[config.mk]
export PLATFORM = sky130hd
export DESIGN_NAME = hazard_detection_unit
export DESIGN_NICKNAME = d
export VERILOG_FILES = /design/src/rtl/hazard_detection_unit_pkg.sv /design/src/rtl/hazard_detection_unit_sat_counter.sv /design/src/rtl/hazard_detection_unit.sv
export SDC_FILE = /design/constraint.sdc
export NUM_CORES = 1
export LEC_CHECK = 0
export CAP_MARGIN = 30
export CORE_ASPECT_RATIO = 2
export CORE_MARGIN = 3
export CORE_UTILIZATION = 52
export CTS_CLUSTER_SIZE = 28
export DETAILED_ROUTE_END_ITERATION = 10
export HOLD_SLACK_MARGIN = 0.12
export PLACE_DENSITY = 0.85
export SYNTH_ARGS = -nofsm -noshare
export SYNTH_HDL_FRONTEND = slang
export SYNTH_SLANG_ARGS = --single-unit
[constraint.sdc]
create_clock -name clk -period 5.9 [get_ports clk]
set_clock_uncertainty 0.05 [all_clocks]
set_input_delay 1.18 -clock clk [delete_from_list [all_inputs] [get_ports clk]]
set_output_delay 1.18 -clock clk [all_outputs]
set_load 0.01 [all_outputs]
[src/rtl/hazard_detection_unit_pkg.sv]
// Shared types and helpers for the hazard detection unit and its counters.
package hazard_detection_unit_pkg;

  localparam int unsigned ZERO_ADDRESS = 0;
  localparam int unsigned SAT_W        = 32;

  typedef enum logic {
    RUN    = 1'b0,
    FREEZE = 1'b1
  } hdu_state_e;

  // Increment that sticks at max_value instead of wrapping.
  function automatic logic [SAT_W-1:0] sat_inc(input logic [SAT_W-1:0] value,
                                               input logic [SAT_W-1:0] max_value);
    sat_inc = (value >= max_value) ? max_value : value + SAT_W'(1);
  endfunction

endpackage

[src/rtl/hazard_detection_unit_sat_counter.sv]
// Saturating event counter with synchronous clear; clear wins over increment.
module sat_counter
  import hazard_detection_unit_pkg::*;
#(
  parameter int unsigned CntWidth = 16
) (
  input  logic                clk,
  input  logic                inc,
  input  logic                clr,
  output logic [CntWidth-1:0] count
);

  localparam logic [SAT_W-1:0] MaxCount = SAT_W'({CntWidth{1'b1}});

  logic [CntWidth-1:0] count_q, count_d;

  always_comb begin
    count_d = count_q;
    if (clr) begin
      count_d = '0;
    end else if (inc) begin
      count_d = CntWidth'(sat_inc(SAT_W'(count_q), MaxCount));
    end
  end

  always_ff @(posedge clk) begin
    count_q <= count_d;
  end

  assign count = count_q;

endmodule

[src/rtl/hazard_detection_unit.sv]
// ID-stage hazard detection: load-use / branch-operand stalls, taken-branch
// flush, dmem-wait freeze with a sticky watchdog, and performance counters.
module hazard_detection_unit
  import hazard_detection_unit_pkg::*;
#(
  parameter int unsigned AddressSize = 5,
  parameter int unsigned MaxWait     = 64,
  parameter int unsigned CntWidth    = 16
) (
  input  logic                   clk,
  input  logic                   rst,
  input  logic [AddressSize-1:0] id_rs1,
  input  logic [AddressSize-1:0] id_rs2,
  input  logic                   id_uses_rs1,
  input  logic                   id_uses_rs2,
  input  logic                   id_branch,
  input  logic                   branch_taken,
  input  logic [AddressSize-1:0] ex_rd,
  input  logic                   ex_reg_write,
  input  logic                   ex_mem_read,
  input  logic [AddressSize-1:0] mem_rd,
  input  logic                   mem_mem_read,
  input  logic                   mem_req,
  input  logic                   dmem_ready,
  output logic                   pc_write,
  output logic                   if_id_write,
  output logic                   id_ex_bubble,
  output logic                   if_id_flush,
  output logic                   freeze,
  output logic                   mem_timeout,
  output logic [CntWidth-1:0]    stall_cnt,
  output logic [CntWidth-1:0]    flush_cnt,
  output logic [CntWidth-1:0]    freeze_cnt
);

  localparam int unsigned            WaitWidth = $clog2(MaxWait + 1);
  localparam logic [AddressSize-1:0] ZeroAddr  = AddressSize'(ZERO_ADDRESS);

  hdu_state_e           state_q, state_d;
  logic [WaitWidth-1:0] wait_cnt_q, wait_cnt_d;
  logic                 mem_timeout_q, mem_timeout_d;

  logic load_use, br_ex, br_mem_load, data_stall;
  logic mem_wait, timeout_hit, timeout;

  // Hazard terms; a nonzero destination match implies a nonzero source.
  always_comb begin
    load_use    = ex_mem_read && (ex_rd != ZeroAddr) &&
                  ((id_uses_rs1 && (ex_rd == id_rs1)) || (id_uses_rs2 && (ex_rd == id_rs2)));
    br_ex       = id_branch && ex_reg_write && (ex_rd != ZeroAddr) &&
                  ((ex_rd == id_rs1) || (ex_rd == id_rs2));
    br_mem_load = id_branch && mem_mem_read && (mem_rd != ZeroAddr) &&
                  ((mem_rd == id_rs1) || (mem_rd == id_rs2));
    data_stall  = load_use || br_ex || br_mem_load;
  end

  assign mem_wait    = mem_req && !dmem_ready;
  assign timeout_hit = mem_wait && (wait_cnt_q == WaitWidth'(MaxWait));
  assign timeout     = mem_timeout_q || timeout_hit;

  always_ff @(posedge clk) begin
    if (rst) begin
      state_q       <= RUN;
      wait_cnt_q    <= '0;
      mem_timeout_q <= 1'b0;
    end else begin
      state_q       <= state_d;
      wait_cnt_q    <= wait_cnt_d;
      mem_timeout_q <= mem_timeout_d;
    end
  end

  // Next state, watchdog and zero-latency control decode.
  always_comb begin
    state_d       = state_q;
    wait_cnt_d    = '0;
    mem_timeout_d = mem_timeout_q || timeout_hit;
    pc_write      = 1'b1;
    if_id_write   = 1'b1;
    id_ex_bubble  = 1'b0;
    if_id_flush   = 1'b0;
    freeze        = 1'b0;

    if (mem_wait) begin
      wait_cnt_d = WaitWidth'(sat_inc(SAT_W'(wait_cnt_q), SAT_W'(MaxWait)));
    end

    case (state_q)
      RUN:     if (mem_wait && !timeout) state_d = FREEZE;
      FREEZE:  if (!mem_wait || timeout) state_d = RUN;
      default: state_d = RUN;
    endcase

    if (rst) begin
      pc_write     = 1'b0;
      if_id_write  = 1'b0;
      id_ex_bubble = 1'b1;
      if_id_flush  = 1'b1;
    end else if (mem_wait && !timeout) begin
      freeze      = 1'b1;
      pc_write    = 1'b0;
      if_id_write = 1'b0;
    end else if (data_stall) begin
      pc_write     = 1'b0;
      if_id_write  = 1'b0;
      id_ex_bubble = 1'b1;
    end else if (branch_taken) begin
      if_id_flush = 1'b1;
    end
  end

  assign mem_timeout = mem_timeout_q;

  sat_counter #(.CntWidth(CntWidth)) u_stall_cnt (
    .clk   (clk),
    .inc   (data_stall && !freeze),
    .clr   (rst),
    .count (stall_cnt)
  );

  sat_counter #(.CntWidth(CntWidth)) u_flush_cnt (
    .clk   (clk),
    .inc   (if_id_flush),
    .clr   (rst),
    .count (flush_cnt)
  );

  sat_counter #(.CntWidth(CntWidth)) u_freeze_cnt (
    .clk   (clk),
    .inc   (freeze),
    .clr   (rst),
    .count (freeze_cnt)
  );

endmodule

After elaboration in Yosys (flattened, before gate mapping)
Cells that the tools add are included.
{"block": "classes", "n_addsub": 4, "n_bitwise": 1, "magnitude_cmp": 4, "mux": 16, "n_reduce_logical": 27, "n_eq_ne": 5}
{"cell": "adder 16 x 1 -> 16 bit (second input constant)", "n": 3}
{"cell": ">= comparator 16 bit (second input constant)", "n": 3}
{"cell": "two-way mux 16 bit", "n": 3}
{"cell": "equality test 5 bit", "n": 4}
{"cell": "logical AND 1 bit", "n": 14}
{"cell": "two-way mux 1 bit", "n": 12}
{"cell": "nonzero test 5 bit", "n": 2}
{"cell": "adder 7 x 1 -> 7 bit (second input constant)", "n": 1}
{"cell": "equality test 7 bit (second input constant)", "n": 1}
{"cell": ">= comparator 7 bit (second input constant)", "n": 1}
{"cell": "two-way mux 7 bit", "n": 1}
{"cell": "logical OR 1 bit", "n": 6}
{"cell": "logical NOT 1 bit", "n": 3}
{"cell": "OR reduction 3 bit", "n": 1}
{"cell": "OR reduction 2 bit", "n": 1}
{"cell": "NOT 1 bit", "n": 1}
{"block": "word_totals", "word_cells": 63, "ff_bits": 56}

Depth between registers and ports, before layout
Gate-level depths: netlist of the first run.
{"block": "logic_depth", "depth_word": 10, "mapped_depth": 10}

Cells and area by module
Synthesis of the first run repeated with hierarchy kept, for this count alone.
{"block": "hier_totals", "cells_unflattened": 354, "hier_area_um2": 3105.5}
{"module": "sat_counter", "n_inst": 3, "seq_area_each_um2": 320.3, "area_each_um2": 812.0, "cells_per_inst": 90}
{"module": "hazard_detection_unit", "n_inst": 1, "seq_area_each_um2": 160.2, "area_each_um2": 669.4, "cells_per_inst": 84}

Worst setup path after synthesis of the first run
No wires, ideal clock.
{"block": "synth_path", "path_type": "input-to-output", "start": "input port ex_rd[1]", "end": "output port pc_write", "required_ns": 4.670, "setup_slack_ns": 1.974, "path_buffers": 1, "path_stages": 7, "arrival_ns": 2.696, "cell_sequence": "or4_4 -> o211ai_1 -> o22a_2 -> o21a_1 -> and2_1 -> o31a_1 -> buf_4"}
{"block": "synth_between", "elab_chain_cells": 9}
{"item": "from (decl)", "line": "hazard_detection_unit.sv:18", "text": "input logic [AddressSize-1:0] ex_rd,"}
{"item": "equality test 5 bit", "line": "hazard_detection_unit.sv:49, hazard_detection_unit.sv:51"}
{"item": "logical AND 1 bit", "line": "hazard_detection_unit.sv:49", "text": "((id_uses_rs1 && (ex_rd == id_rs1)) || (id_uses_rs2 && (ex_rd == id_rs2)));"}
{"item": "logical OR 1 bit", "line": "hazard_detection_unit.sv:49"}
{"item": "logical AND 1 bit", "line": "hazard_detection_unit.sv:48", "text": "load_use = ex_mem_read && (ex_rd != ZeroAddr) &&"}
{"item": "logical OR 1 bit (*) (2 in series)", "line": "hazard_detection_unit.sv:54", "text": "data_stall = load_use || br_ex || br_mem_load;"}
{"item": "two-way mux 1 bit (*) (3 in series)"}
{"item": "to (decl)", "line": "hazard_detection_unit.sv:25", "text": "output logic pc_write,"}
Every way passes the cells marked *; elsewhere a longest branch is shown, timed or not.

Worst setup path after layout of the first run
{"block": "layout_path", "start": "input port ex_rd[1]", "end": "output port if_id_flush"}
{"block": "layout_between", "elab_chain_cells": 9}
{"item": "equality test 5 bit", "line": "hazard_detection_unit.sv:49, hazard_detection_unit.sv:51"}
{"item": "logical AND 1 bit", "line": "hazard_detection_unit.sv:49"}
{"item": "logical OR 1 bit", "line": "hazard_detection_unit.sv:49"}
{"item": "logical AND 1 bit", "line": "hazard_detection_unit.sv:48"}
{"item": "logical OR 1 bit (*) (2 in series)", "line": "hazard_detection_unit.sv:54"}
{"item": "two-way mux 1 bit (*)", "line": "hazard_detection_unit.sv:103", "text": "end else if (data_stall) begin"}
{"item": "two-way mux 1 bit (*)", "line": "hazard_detection_unit.sv:99", "text": "end else if (mem_wait && !timeout) begin"}
{"item": "two-way mux 1 bit (*)", "line": "hazard_detection_unit.sv:94", "text": "if (rst) begin"}
{"item": "to (decl)", "line": "hazard_detection_unit.sv:28", "text": "output logic if_id_flush,"}
Marked as above.

==> flow_summary.ini, run 1 <==
[place]
placed_cells_incl_taps = 496
port_buffers = 84
place_hpwl_um = 6680
gp_congestion = 0.927
place_ws_ns = 0.823

[die]
die_w_um = 60.8
initial_core_util = 0.543
dieHeight_um = 116
die_area_mm2 = 0.00703
core_mm2 = 0.00576
io_pins = 85
rows = 39

[sta]
rsz0062_at_grt = false
finalMaxSlewViolations = 0
fin_setup_tns_ns = 0
finalCriticalPeriod_ns = 5.09
tightest_slew_ns = 0.960
setup_viol = 0
max_freq_mhz = 196
worst_hold_slack_ns = 0.448
fin_crit_sh = 0.863
hold_viol = 0
relSlewSlack = 0.357
setup_ws_ns = 0.807

[logic_synthesis]
synthesis.area_mm2 = 0.00312
yosysTopAreaCellShare = 0.359
async_flop_share = 0
synth_nets = 403
synth_cell_types = 53
yosysSeqAreaShare = 0.359
syn_inst = 367
synth-main-ff-cell = dfxtp_1
synth_edf_count = 0
synth.avg_cell_area_um2 = 8.51
ys_ff_latch = 56
ys_warn_count = 0
synth.area.top_cells = dfxtp_1, xnor2_1, a21oi_1
synth_top_area_cell = dfxtp_1

[worst_setup_path]
crit_path_top_delay_cell = clkdlybuf4s50_1
worst_setup_path_end_kind = output port
crit_type = in -> out
slowest_delay_ns = 0.57
cp.arrival_ns = 3.86
critical_path.cell_chain = clkdlybuf4s50_1, or4_4, o211ai_1, o22a_2, o211ai_1, nand2_1, clkdlybuf4s50_1
crit_fanout = 12
startpoint_type = input port
worstPathRequired_ns = 4.67

[finish]
final_common_cell = clkdlybuf4s50_1
n_antenna_cell = 0
drive_gt1_frac = 0.0451
final_cells = 504
areaGrowthSynthToFinish_pct = 31.2
layout_common_cells = clkdlybuf4s50_1, dfxtp_1, xnor2_1, nor2_1, a21oi_1
nets = 478

[routing]
via_per_inst = 6.28
wl_per_cell_um = 17.4
ant_nets = 0
drt_iter0_markers = 223
wl_um = 8780
vias = 3166
drc = 0
drtPass1Iterations = 5

[clock_network]
holdBufCountCts = 0
cts_tree = yes
cts_max_path_buffers = 2
clock_sinks = 56
root_buffer = clkbuf_16
numCtsBuffers = 5
cts_resized = 0
htreeDepth = 2
clkSlewWorstSetupHoldPaths_ns = 0.07
post_cts_buffers = 0
clk_latency_ns = 0.31

[pwr]
ir_drop_v = 0.000163
p_per_area_mw_per_mm2 = 193
leakagePower_uw = 0.00136

[global_routing]
grt-ovfl-total = 0
grt_pass1_wl_um = 14900
grt_start_max_net_pins = 48
grt_use_total = 0.272
grt_pass1_vias = 3216
grt_antenna_before_repair = 0

[worst_hold_path]
holdCritPathClass = reg -> reg

[job]
maxCapViolCount = 0

[run_status]
status = finished, final reports clean
layer usage:
| metal | track usage | wire length (µm) |
|---|---|---|
| met2 | 0.513 | 5110 |
| met5 | 0 | 0 |
| met4 | 0.127 | 300 |
| met1 | 0.276 | 3040 |
| met3 | 0.0390 | 322 |
worst max-delay path: cells and delay by family:
kind | cells | cell delay (ns)
AND/OR/NAND/NOR | 2 | 0.79
AO/OA/AOI/OAI | 3 | 0.84
buffers and inverters | 2 | 1.04
cell usage after synthesis, types with 3 or more instances:
library cell  count
dfxtp_1          56
nor2_1           29
xnor2_1          29
a21oi_1          26
nand3_1          25
nand2_1          21
nor3_1           21
and3_1           16
inv_1            12
a211oi_1         10
a31oi_1          10
a311oi_1          9
and4_1            9
clkbuf_1          8
a41oi_1           7
and2_1            7
nand4_1           7
or3_1             6
ha_1              5
o21ai_0           5
xor2_1            4
a41o_1            3
o211ai_1          3
report_power, final:
group / internal (µW) / switching (µW) / total [µW]
Sequential: 381 / 5.59 / 387
Clock: 161 / 151 / 311
Combinational: 48.9 / 45.9 / 94.8
Total: 591 / 202 / 793
sequential cells by signal, indices dropped and copies added, names as in the netlist:
| name | cells |
|---|---|
| u_flush_cnt.count | 16 |
| mem_timeout | 1 |
| wait_cnt_q | 7 |
| u_freeze_cnt.count | 16 |
| u_stall_cnt.count | 16 |
final cells by class:
| cell class | instances | area, µm² |
|---|---|---|
| clock buffers | 5 | 125 |
| fillers | 478 | 1660 |
| repair buffers | 85 | 848 |
| flip-flops and latches | 56 | 1120 |
| well taps | 61 | 76.3 |
| clock inverters | 3 | 26.3 |
| inverters | 12 | 45.0 |
| multi-input cells | 282 | 1860 |
cell families (layout without fill, tap and decap cells):
logic type	Yosys count	in the layout	synth area share
compound gates	91	91	0.216
xor+xnor	33	33	0.0925
fa+ha+maj	5	5	0.0200
buf+inv	29	105	0.0465
flops	56	56	0.359
mux	1	1	0.00320
simple gates	152	152	0.263
through the flow:
| step | power, µW | util | instance area (µm²) |
|---|---|---|---|
| after detailed placement | 490 | 0.686 | 3950 |
| after floorplan | 446 | - | 3120 |
| after global routing | 817 | 0.712 | 4100 |
| after CTS | 794 | 0.712 | 4100 |
| after global placement | 488 | 0.686 | 3950 |
| final | 793 | 0.712 | 4100 |
path summary, 6_finish.rpt:
kind	from	endpoint	slack, ns	cells after the start
max	ex_rd[1]	if_id_flush	0.81	7
min	wait_cnt_q[0]	wait_cnt_q[0]	0.45	1
max reg2reg	wait_cnt_q[0]	u_stall_cnt.count[8]	3.10	8
min reg2reg	wait_cnt_q[0]	wait_cnt_q[0]	0.45	1
Note: power is estimated with default switching activity, not from simulation.
==> run 2: changes to the inputs <==
--- a/config.mk
+++ b/config.mk
@@ -11,7 +11,7 @@
 export CORE_UTILIZATION = 52
 export CTS_CLUSTER_SIZE = 28
 export DETAILED_ROUTE_END_ITERATION = 10
-export HOLD_SLACK_MARGIN = 0.12
+export HOLD_SLACK_MARGIN = 0.08
 export PLACE_DENSITY = 0.85
 export SYNTH_ARGS = -nofsm -noshare
 export SYNTH_HDL_FRONTEND = slang
==> results of run 2 <==
Final layout, timing and power as in run 1 (identical DEF).
